==> config.mk <==
export PLATFORM = sky130hd
export DESIGN_NAME = el_counter_ctrl
export DESIGN_NICKNAME = d
export VERILOG_FILES = /design/src/rtl/el_counter_ctrl.sv
export SDC_FILE = /design/constraint.sdc
export NUM_CORES = 1
export LEC_CHECK = 0
export BUFFER_PORTS_ARGS = -buffer_cell sky130_fd_sc_hd__buf_2
export CORE_MARGIN = 1.5
export CORE_UTILIZATION = 57
export CTS_BUF_LIST = sky130_fd_sc_hd__clkbuf_16
export CTS_CLUSTER_SIZE = 30
export DETAILED_ROUTE_END_ITERATION = 8
export HOLD_SLACK_MARGIN = 0.03
export PLACE_DENSITY = 0.8
export SYNTH_ARGS = -nofsm -noshare
export SYNTH_HDL_FRONTEND = slang
export SYNTH_SLANG_ARGS = --single-unit
==> constraint.sdc <==
create_clock -name clk -period 2.42 [get_ports clk]
set_input_delay 0.484 -clock clk [delete_from_list [all_inputs] [get_ports clk]]
set_output_delay 0.484 -clock clk [all_outputs]
set_load 0.005 [all_outputs]
==> src/rtl/el_counter_ctrl.sv <==
// el_counter_ctrl: clocked sequencer and handshake partner for the self-timed dual-rail el_counter.
// Defining EL_CTRL_SEQ_CHECK_EN adds the prev+1 sequence check (error code 11).
module el_counter_ctrl #(
    parameter int WIDTH       = 32,
    parameter int SYNC_STAGES = 2,
    parameter int TIMEOUT     = 1024
) (
    input  logic               clk,
    input  logic               rst,
    input  logic               run_i,
    input  logic [15:0]        num_i,
    output logic               start_o,
    output logic               ack_i_o,
    input  logic               ack_o_i,
    input  logic [2*WIDTH-1:0] dr_i,
    output logic [WIDTH-1:0]   cnt_o,
    output logic               cnt_valid_o,
    input  logic               cnt_ready_i,
    output logic               busy_o,
    output logic               done_o,
    output logic               err_o,
    output logic [1:0]         err_code_o
);
    localparam int            TW   = (TIMEOUT > 1) ? $clog2(TIMEOUT) : 1;
    localparam logic [TW-1:0] TMAX = TW'(TIMEOUT - 1);

    typedef enum logic [2:0] {
        S_IDLE, S_WAIT, S_SETTLE, S_HOLD, S_DONE, S_ERR
    } state_t;

    state_t r_state, w_next;

    logic [SYNC_STAGES-1:0] r_ack_sync;
    logic [2*WIDTH-1:0]     r_dr_sync [SYNC_STAGES];
    logic [2*WIDTH-1:0]     r_dr_prev;
    logic [2*WIDTH-1:0]     w_dr;

    logic                   r_run_q;
    logic                   r_start;
    logic                   r_ack_i;
    logic                   r_err;
    logic [1:0]             r_err_code;
    logic [15:0]            r_remaining;
    logic                   r_cont;
    logic [TW-1:0]          r_timer;
    logic [1:0]             r_stable;
    logic [WIDTH-1:0]       r_cnt;

    logic                   w_pending;
    logic [WIDTH-1:0]       w_dec;
    logic                   w_complete;
    logic                   w_illegal;
    logic                   w_stable_eq;
    logic                   w_timeout;
    logic                   w_seq_ok;
    logic                   w_accept;
    logic                   w_last;
    logic                   w_launch;
    logic                   w_fail;
    logic [1:0]             w_fail_code;
    logic                   w_deliver;

    function automatic logic [WIDTH-1:0] dr_value(input logic [2*WIDTH-1:0] dr);
        logic [WIDTH-1:0] v;
        v = '0;
        for (int k = 0; k < WIDTH; k++) v[k] = dr[2*k+1];
        return v;
    endfunction

    function automatic logic dr_complete(input logic [2*WIDTH-1:0] dr);
        logic c;
        c = 1'b1;
        for (int k = 0; k < WIDTH; k++) if (dr[2*k+1] == dr[2*k]) c = 1'b0;
        return c;
    endfunction

    function automatic logic dr_illegal(input logic [2*WIDTH-1:0] dr);
        logic x;
        x = 1'b0;
        for (int k = 0; k < WIDTH; k++) if (dr[2*k+1] & dr[2*k]) x = 1'b1;
        return x;
    endfunction

    // Async inputs: ack and every dual-rail bit through SYNC_STAGES flops
    always_ff @(posedge clk) begin
        if (rst) begin
            r_ack_sync <= '0;
            for (int i = 0; i < SYNC_STAGES; i++) r_dr_sync[i] <= '0;
            r_dr_prev <= '0;
        end else begin
            r_ack_sync   <= {r_ack_sync[SYNC_STAGES-2:0], ack_o_i};
            r_dr_sync[0] <= dr_i;
            for (int i = 1; i < SYNC_STAGES; i++) r_dr_sync[i] <= r_dr_sync[i-1];
            r_dr_prev <= w_dr;
        end
    end

    assign w_dr        = r_dr_sync[SYNC_STAGES-1];
    assign w_pending   = r_ack_sync[SYNC_STAGES-1] ^ r_ack_i;
    assign w_dec       = dr_value(w_dr);
    assign w_complete  = dr_complete(w_dr);
    assign w_illegal   = dr_illegal(w_dr);
    assign w_stable_eq = (w_dr == r_dr_prev) && w_complete;
    assign w_timeout   = (r_timer == TMAX);
    assign w_accept    = (r_state == S_HOLD) && cnt_ready_i;
    assign w_last      = r_cont ? !run_i : (r_remaining == 16'd1);

`ifdef EL_CTRL_SEQ_CHECK_EN
    logic [WIDTH-1:0] r_ref;
    logic             r_have_ref;

    always_ff @(posedge clk) begin
        if (rst) begin
            r_ref      <= '0;
            r_have_ref <= 1'b0;
        end else if (w_launch) begin
            r_have_ref <= 1'b0;
        end else if (w_deliver) begin
            r_ref      <= w_dec;
            r_have_ref <= 1'b1;
        end
    end

    assign w_seq_ok = !r_have_ref || (w_dec == r_ref + WIDTH'(1));
`else
    assign w_seq_ok = 1'b1;
`endif

    always_ff @(posedge clk) begin
        if (rst) r_state <= S_IDLE;
        else     r_state <= w_next;
    end

    always_comb begin
        w_next      = r_state;
        w_launch    = 1'b0;
        w_fail      = 1'b0;
        w_fail_code = 2'b00;
        w_deliver   = 1'b0;
        case (r_state)
            S_IDLE: begin
                if (run_i && !r_run_q) begin
                    w_launch = 1'b1;
                    w_next   = S_WAIT;
                end
            end
            S_WAIT: begin
                if (w_timeout) begin
                    w_fail      = 1'b1;
                    w_fail_code = 2'b01;
                end else if (w_pending) begin
                    w_next = S_SETTLE;
                end
            end
            S_SETTLE: begin
                if (w_illegal) begin
                    w_fail      = 1'b1;
                    w_fail_code = 2'b10;
                end else if (w_timeout) begin
                    w_fail      = 1'b1;
                    w_fail_code = 2'b01;
                end else if (w_stable_eq && r_stable == 2'd1) begin
                    // Second consecutive stable compare: the word is trusted
                    if (w_seq_ok) begin
                        w_deliver = 1'b1;
                        w_next    = S_HOLD;
                    end else begin
                        w_fail      = 1'b1;
                        w_fail_code = 2'b11;
                    end
                end
            end
            S_HOLD: begin
                if (w_accept) w_next = w_last ? S_DONE : S_WAIT;
            end
            S_DONE: w_next = S_IDLE;
            S_ERR: begin
                if (!run_i) w_next = S_IDLE;
            end
            default: w_next = S_IDLE;
        endcase
        if (w_fail) w_next = S_ERR;
    end

    always_ff @(posedge clk) begin
        if (rst) begin
            r_run_q     <= 1'b0;
            r_start     <= 1'b0;
            r_ack_i     <= 1'b0;
            r_err       <= 1'b0;
            r_err_code  <= 2'b00;
            r_remaining <= '0;
            r_cont      <= 1'b0;
            r_timer     <= '0;
            r_stable    <= '0;
            r_cnt       <= '0;
        end else begin
            r_run_q <= run_i;
            if (w_launch) begin
                r_start     <= ~r_start;
                r_remaining <= num_i;
                r_cont      <= (num_i == 16'd0);
                r_err       <= 1'b0;
                r_err_code  <= 2'b00;
            end
            if (w_fail) begin
                r_err      <= 1'b1;
                r_err_code <= w_fail_code;
            end
            if (w_accept) begin
                r_ack_i <= ~r_ack_i;
                if (!r_cont) r_remaining <= r_remaining - 16'd1;
            end
            // Timer runs only while waiting for a word; parked at zero elsewhere
            if (r_state == S_WAIT || r_state == S_SETTLE) begin
                if (r_timer != TMAX) r_timer <= r_timer + TW'(1);
            end else begin
                r_timer <= '0;
            end
            if (r_state == S_SETTLE && w_stable_eq) begin
                if (r_stable != 2'd3) r_stable <= r_stable + 2'd1;
            end else begin
                r_stable <= '0;
            end
            if (w_deliver) r_cnt <= w_dec;
        end
    end

    assign start_o     = r_start;
    assign ack_i_o     = r_ack_i;
    assign cnt_o       = r_cnt;
    assign cnt_valid_o = (r_state == S_HOLD);
    assign busy_o      = (r_state == S_WAIT) || (r_state == S_SETTLE) ||
                         (r_state == S_HOLD) || (r_state == S_DONE);
    assign done_o      = (r_state == S_DONE);
    assign err_o       = r_err;
    assign err_code_o  = r_err_code;
endmodule

==> summary.md, run 1 <==
| Metric | Value |
|---|---|
| Post-placement cell count | 1275 |
| Drc violations | 0 |
| Hold Vio Cnt, Final | 0 |
| Kind of critical path | flip-flop to flip-flop |
| Antenna violations before repair | 0 |
| Seq. cell area | 5290 µm² |
| Largest net degree at the start of global routing | 67 |
| Prevailing post-synth register cell | dfxtp_1 |
| FILL cells | 1276 |
| Max FO, Critical Path | 3 |
| Syn Inst Count | 942 |
| Most common cell after layout, fill and taps aside | dfxtp_1 |
| DRT antenna net count | 0 |
| DR pass1 iterations | 5 |
| Vias in the first global route | 6796 |
| Worst relative slew slack | 52.8% |
| Total clock buffers created by CTS | 26 |
| Pre-CTS setup slack | 13.9 ps |
| Actual slew at the worst max-slew pin | 701 ps |
| Synth top area cells | dfxtp_1, nor2b_1, xor2_1 |
| Iteration-0 DRC Markers | 372 |
| Cell taking the most area after synthesis | dfxtp_1 |
| Multi-input gate area | roughly 4600 µm² |
| Die Wd | roughly 140 µm |
| Site row count | 48 |
| Status | completed |
| Synthesized area | 10100 µm² |
| Most frequent cells in the layout | dfxtp_1, nor2b_1, buf_2 |
| Ports | 125 |
| Vias | 6981 |
| Final wirelength | 21300 µm |
| Setup_tns | 0 ps |
| Mean Syn Cell Area | ~11 µm² |
| Die area | 18500 µm² |
| Root Buffer Master | clkbuf_16 |
| Clock sinks | 264 |
| CTS max path bufs | 3 |
| CP Launch Type | flip-flop |
| Distinct cells, synth | 58 |
| Pwr Density | 764 nW/µm² |
| Post-synth ARST share | 0% |
| Vias per cell | 5.28 |
| TritonCTS clock tree | yes |
| Total Power | slightly above 9 mW |
| Final WS setup | 89.0 ps |
| Number of max-cap violations | 0 |
| Worst Hold Class | primary input to flip-flop |
| Synth Warn # | 0 |
| Mapped Nets | ~1100 |
| Critical Path RT | 2890 ps |
| Placed wire-length estimate | 15300 µm |
| Clock latency on the worst-skew pair | 540 ps |
| Final Non-Filler Cells | between 1000 and 1500 |
| Post-synth EDFFs | 0 |
| Nets@finish | 1200 |
| Setup Fix Bufs, Post-CTS | 0 |
| GRT overflow | 0 |
| CP arrival | 2800 ps |
| Die Span Y | 136 µm |
| Hold_buf cts | 0 |
| Layout cells sized above 1 | 22.2% |
| Seq cells post-synth | 264 |
| H-tree depth | 1 |
| Area growth, synth to finish | 18.3% |
| Final Critical Period | 2330 ps |
| Fmax | 429 MHz |
| Ant diodes | 0 |
| Final period util | a little over nine tenths |
| PortBufs | 124 |
| Clk slew on worst S/H paths | 60 ps |
| Maximum vdd drop | 0.673 mV |
| First-pass GRT wire length | 33500 µm |
| WL per Instance | 16.1 µm |
| Fin. max-slew vios | 0 |
| Starting Density | 58.2% |
| Core area | approximately 17000 µm² |
| Sequential-to-total area share from yosys stat | around 52% |
| Final setup skew | between 15 and 20 ps |
| Top-area cell type share of the netlist area | 52.5% |
| Setup violators final | 0 |
| RSZ-0062 raised after global routing | no |
| Pleak | 5.49 nW |
| Routability cong. | 0.954 |
| Tot GR Track Use | between 20% and 30% |
| Nature of the critical path endpoint | flip-flop |
state kept, by name, indices dropped and copies added, names as in the netlist, 2 cells and up:
| signal | flops |
|---|---|
| r_dr_sync | 128 |
| r_dr_prev | 64 |
| cnt_o | 32 |
| r_remaining | 16 |
| r_timer | 10 |
| r_state | 3 |
| err_code_o | 2 |
| r_ack_sync | 2 |
| r_stable | 2 |
worst max-delay path, stage by stage (launching register included):
cell	delay, ps
dfxtp_1	340
ha_1	200
nor4_1	330
nand4_1	260
or2_1	320
or3b_4	420
a2111oi_4	280
a31o_1	130
routing by layer:
metal,up-vias,share of wire (%),track usage (%)
met2,250,46,38.3
met5,-,0,0
li1,3471,-,-
met4,0,3.1,8.04
met3,52,5.9,3.99
met1,3208,45,29.7
cell usage after synthesis, types with 3 or more instances:
cell type,count
inv_1,8
nand3_1,7
buf_1,3
nand2_1,23
buf_6,3
nand4_1,23
a22oi_1,3
xnor2_1,3
nor2b_1,228
and3_1,4
ha_1,37
nor2_1,42
xor2_1,70
a31oi_1,7
clkbuf_1,33
mux2_4,30
o21ai_0,11
a311o_1,3
nor4_1,43
nor3_1,14
a21oi_1,16
nor4_2,3
nor3b_1,7
or3_1,3
or4_1,5
nor3_2,3
dfxtp_1,264
a211oi_1,6
nand2b_1,5
metrics by stage:
stage | utilization (%) | hold WS [ps] | cell area (µm²)
3_5_place_dp | 63.7 | 420 | 11000
2_1_floorplan | - | 414 | 10100
4_1_cts | 68.5 | 135 | 11900
6_report | 68.9 | 151 | 11900
3_3_place_gp | 63.7 | 419 | 11000
5_1_grt | 68.9 | 141 | 11900
logic make-up after synthesis:
group / after synthesis / synth area share [%]
multiplexers: 33 / 4.79
AND/OR/NAND/NOR: 425 / 25.6
AO/OA/AOI/OAI: 62 / 4.12
XOR/XNOR: 73 / 6.35
flip-flops: 264 / 52.5
buffers and inverters: 48 / 2.02
adder cells (fa/ha/maj): 37 / 4.60
final timing paths:
path,cells after the start,slack [ps],startpoint,endpoint
setup / recovery,7,90,r_dr_sync[0][80]$_SDFF_PP0_,err_code_o[0]$_SDFFE_PP0P_
hold reg to reg,1,430,r_dr_sync[0][40]$_SDFF_PP0_,r_dr_sync[0][104]$_SDFF_PP0_
hold / removal,2,150,dr_i[62],r_dr_sync[0][62]$_SDFF_PP0_
setup reg to reg,7,90,r_dr_sync[0][80]$_SDFF_PP0_,err_code_o[0]$_SDFFE_PP0P_
where the power goes:
group / total (mW) / switching (mW) / leakage, nW / internal (mW)
combinational: 0.665 / 0.361 / 2.91 / 0.304
clock: 3.83 / 1.65 / 0.416 / 2.18
sequential: 4.61 / 0.105 / 2.16 / 4.50
repair_timing:
item,in CTS,in global routing
endpoints found under the hold margin,0,0
gates resized for setup,1,12
pin swaps,0,6
endpoints found under the setup margin,12,33
layout make-up:
| class | count | share of cell area (%) |
|---|---|---|
| inverters | 8 | 0.252 |
| well taps | 225 | 2.36 |
| multi-input cells | 630 | 39.0 |
| clock inverters | 20 | 1.45 |
| repair buffers | 148 | 7.09 |
| clock buffers | 26 | 5.46 |
| flip-flops and latches | 264 | 44.4 |
No activity file was read; power rests on OpenSTA's default activity.
==> inputs of run 2 (changes only) <==
Settings changed: PLACE_DENSITY 0.8 to 0.79.
==> summary.md, run 2 (synthesized netlist as in run 1, its figures left out) <==
| Metric | Value |
|---|---|
| Fmax | 427 MHz (was 429 MHz) |
| Die Span Y | 136 µm (unchanged) |
| Die Wd | 136 µm (unchanged) |
| Max reg flops | 128 (unchanged) |
| CP dominant cell by count | nand4_1 |
| Kind of cell adding the most delay to the critical path | simple AND/OR/NAND/NOR gates (unchanged) |
| Vias per cell | 5.22 (was 5.28) |
| GRT overflow | 0 (unchanged) |
| PortBufs | 124 (unchanged) |
| Largest net degree at the start of global routing | 82 (was 67) |
| Crit path max-delay cell type | ha_1 (was or3b_4) |
| Routability cong. | 0.925 (was 0.954) |
| Final Non-Filler Cells | 1329 (was 1321) |
| Ant diodes | 0 (unchanged) |
| Total clock buffers created by CTS | 26 (unchanged) |
| Switching pwr | 2.09 mW (was 2.11 mW) |
| Core area | 17300 µm² (unchanged) |
| Final Critical Period | 2340 ps (was 2330 ps) |
| Root Buffer Master | clkbuf_16 (unchanged) |
| Nets@finish | 1207 (was 1200) |
| Tot GR Track Use | 22.9% (was 22.8%) |
| Most frequent cells in the layout | dfxtp_1, nor2b_1, buf_2 (unchanged) |
| Hold_buf cts | 0 (unchanged) |
| Setup violators final | 0 (unchanged) |
| Die area | 18500 µm² (unchanged) |
| Combinational power share | 7.3% (about the same) |
| DR pass1 iterations | 5 (unchanged) |
| CP max stage delay | 370 ps (was 420 ps) |
| Pleak | 5.54 nW (was 5.49 nW) |
| Most common cell after layout, fill and taps aside | dfxtp_1 (unchanged) |
| Final wirelength | 21400 µm (was 21300 µm) |
| CP Cell Sequence | ha_1, nand4_1, nor4_1, nand4_1, nor2_1, nand4_2, buf_12, mux2_4 (was ha_1, nor4_1, nand4_1, or2_1, or3b_4, a2111oi_4, a31o_1) |
| Nature of the critical path endpoint | flip-flop (unchanged) |
| Number of max-cap violations | 0 (unchanged) |
| H-tree depth | 1 (unchanged) |
| TritonCTS clock tree | yes (unchanged) |
| Drc violations | 0 (unchanged) |
| Fin. max-slew vios | 0 (unchanged) |
| Kind of critical path | flip-flop to flip-flop (unchanged) |
| CTS max path bufs | 3 (unchanged) |
| Maximum vdd drop | 0.544 mV (was 0.673 mV) |
| Sequential Power Share | 50.2% (was 50.7%) |
| WL per Instance | 16.1 µm (about the same) |
| Switch share | 22.8% (was 23.2%) |
| Clock network power share | 42.5% (was 42.0%) |
| Vias in the first global route | 6559 (was 6796) |
| Max FO, Critical Path | 32 (was 3) |
| Status | completed (unchanged) |
| Hold Vio Cnt, Final | 0 (unchanged) |
| Vias | 6939 (was 6981) |
| Ports | 125 (unchanged) |
| Final setup skew | 28.1 ps (was 19.2 ps) |
| Multi-input gate area | 4640 µm² (was 4650 µm²) |
| CP Launch Type | flip-flop (unchanged) |
| Clk slew on worst S/H paths | 60 ps (about the same) |
| First-pass GRT wire length | 33100 µm (was 33500 µm) |
| Site row count | 48 (unchanged) |
| Clock latency on the worst-skew pair | 550 ps (was 540 ps) |
| Pre-CTS setup slack | 82.6 ps (was 13.9 ps) |
| Critical Path RT | 2840 ps (was 2890 ps) |
| Antenna violations before repair | 0 (unchanged) |
| Biggest register | r_dr_sync (unchanged) |
| Iteration-0 DRC Markers | 267 (was 372) |
| Starting Density | 58.2% (unchanged) |
| Pwr Density | 766 nW/µm² (was 764 nW/µm²) |
| Final WS setup | 75.4 ps (was 89.0 ps) |
| FILL cells | 1346 (was 1276) |
| Worst relative slew slack | 61.5% (was 52.8%) |
| Total internal power | 7.09 mW (was 6.99 mW) |
| DRT antenna net count | 0 (unchanged) |
| Total Power | 9.18 mW (was 9.10 mW) |
| Final period util | 96.9% (was 96.3%) |
| Post-placement cell count | 1282 (was 1275) |
| Crit path buffers/inverters | 1 (was 0) |
| Clock sinks | 264 (unchanged) |
| Area growth, synth to finish | 18.9% (was 18.3%) |
| CP arrival | 2760 ps (was 2800 ps) |
| Actual slew at the worst max-slew pin | 578 ps (was 701 ps) |
| Layout cells sized above 1 | 21.9% (was 22.2%) |
| Fin util | 69.2% (was 68.9%) |
| Worst Hold Class | primary input to flip-flop (unchanged) |
| Placed wire-length estimate | 15400 µm (was 15300 µm) |
| Seq. cell area | 5290 µm² (about the same) |
==> run 2: changes by cell type in the layout (fill, tap and decap cells not counted), sizes merged <==
cell	change
inv	+5
clkinvlp	-2
clkinv	-3
buf	+7
bufinv	+1
==> run 2: layout make-up <==
class,instances,area share (%)
flip-flops and latches,264,44.2
multi-input cells,630,38.7
repair buffers,155,7.49
clock buffers,26,5.43
well taps,225,2.35
clock inverters,21,1.56
inverters,8,0.251
==> run 2: what timing repair did <==
item	in CTS	in global routing
setup buffers	0	0
hold endpoints to repair	0	0
resized for setup	0	13
endpoints found under the setup margin	0	33
==> run 2: routing by layer <==
layer  vias to the layer above  share of wire, %  routed length (µm)  track usage, %
met4                         0               3.1                 664            8.81
met3                        51               4.3                 921            3.39
met1                      3188                46                9880            30.2
met5                         -                 0                   0               0
met2                       197                47                9980            37.9
li1                       3503                 -                   -               -
==> run 2: final timing paths <==
| kind | start | end | slack [ps] | depth (start not counted) |
|---|---|---|---|---|
| setup / recovery | r_dr_sync[0][105]$_SDFF_PP0_ | cnt_o[21]$_SDFFE_PP0P_ | 80 | 8 |
| hold / removal | dr_i[35] | r_dr_sync[0][35]$_SDFF_PP0_ | 140 | 2 |
| setup reg to reg | r_dr_sync[0][105]$_SDFF_PP0_ | cnt_o[21]$_SDFFE_PP0P_ | 80 | 8 |
| hold reg to reg | r_dr_sync[0][24]$_SDFF_PP0_ | r_dr_sync[0][88]$_SDFF_PP0_ | 430 | 1 |
==> run 2: through the flow <==
step | hold WS, ps | setup TNS (ps) | instance area, µm²
2_1_floorplan | 414 | 0 | 10100
3_3_place_gp | 418 | 0 | 11100
3_5_place_dp | 420 | 0 | 11100
4_1_cts | 130 | 0 | 11900
5_1_grt | 145 | -17.9 | 12000
6_report | 140 | 0 | 12000
==> run 2: power groups by stage <==
stage / Combinational (mW) / Clock [mW] / Sequential (mW)
global placement: 0.661 / 0 / 4.69
floorplan: 0.435 / 0 / 4.67
detailed placement: 0.663 / 0 / 4.70
CTS: 0.670 / 3.95 / 4.61
global route: 0.739 / 4.13 / 4.62
finish: 0.672 / 3.90 / 4.61
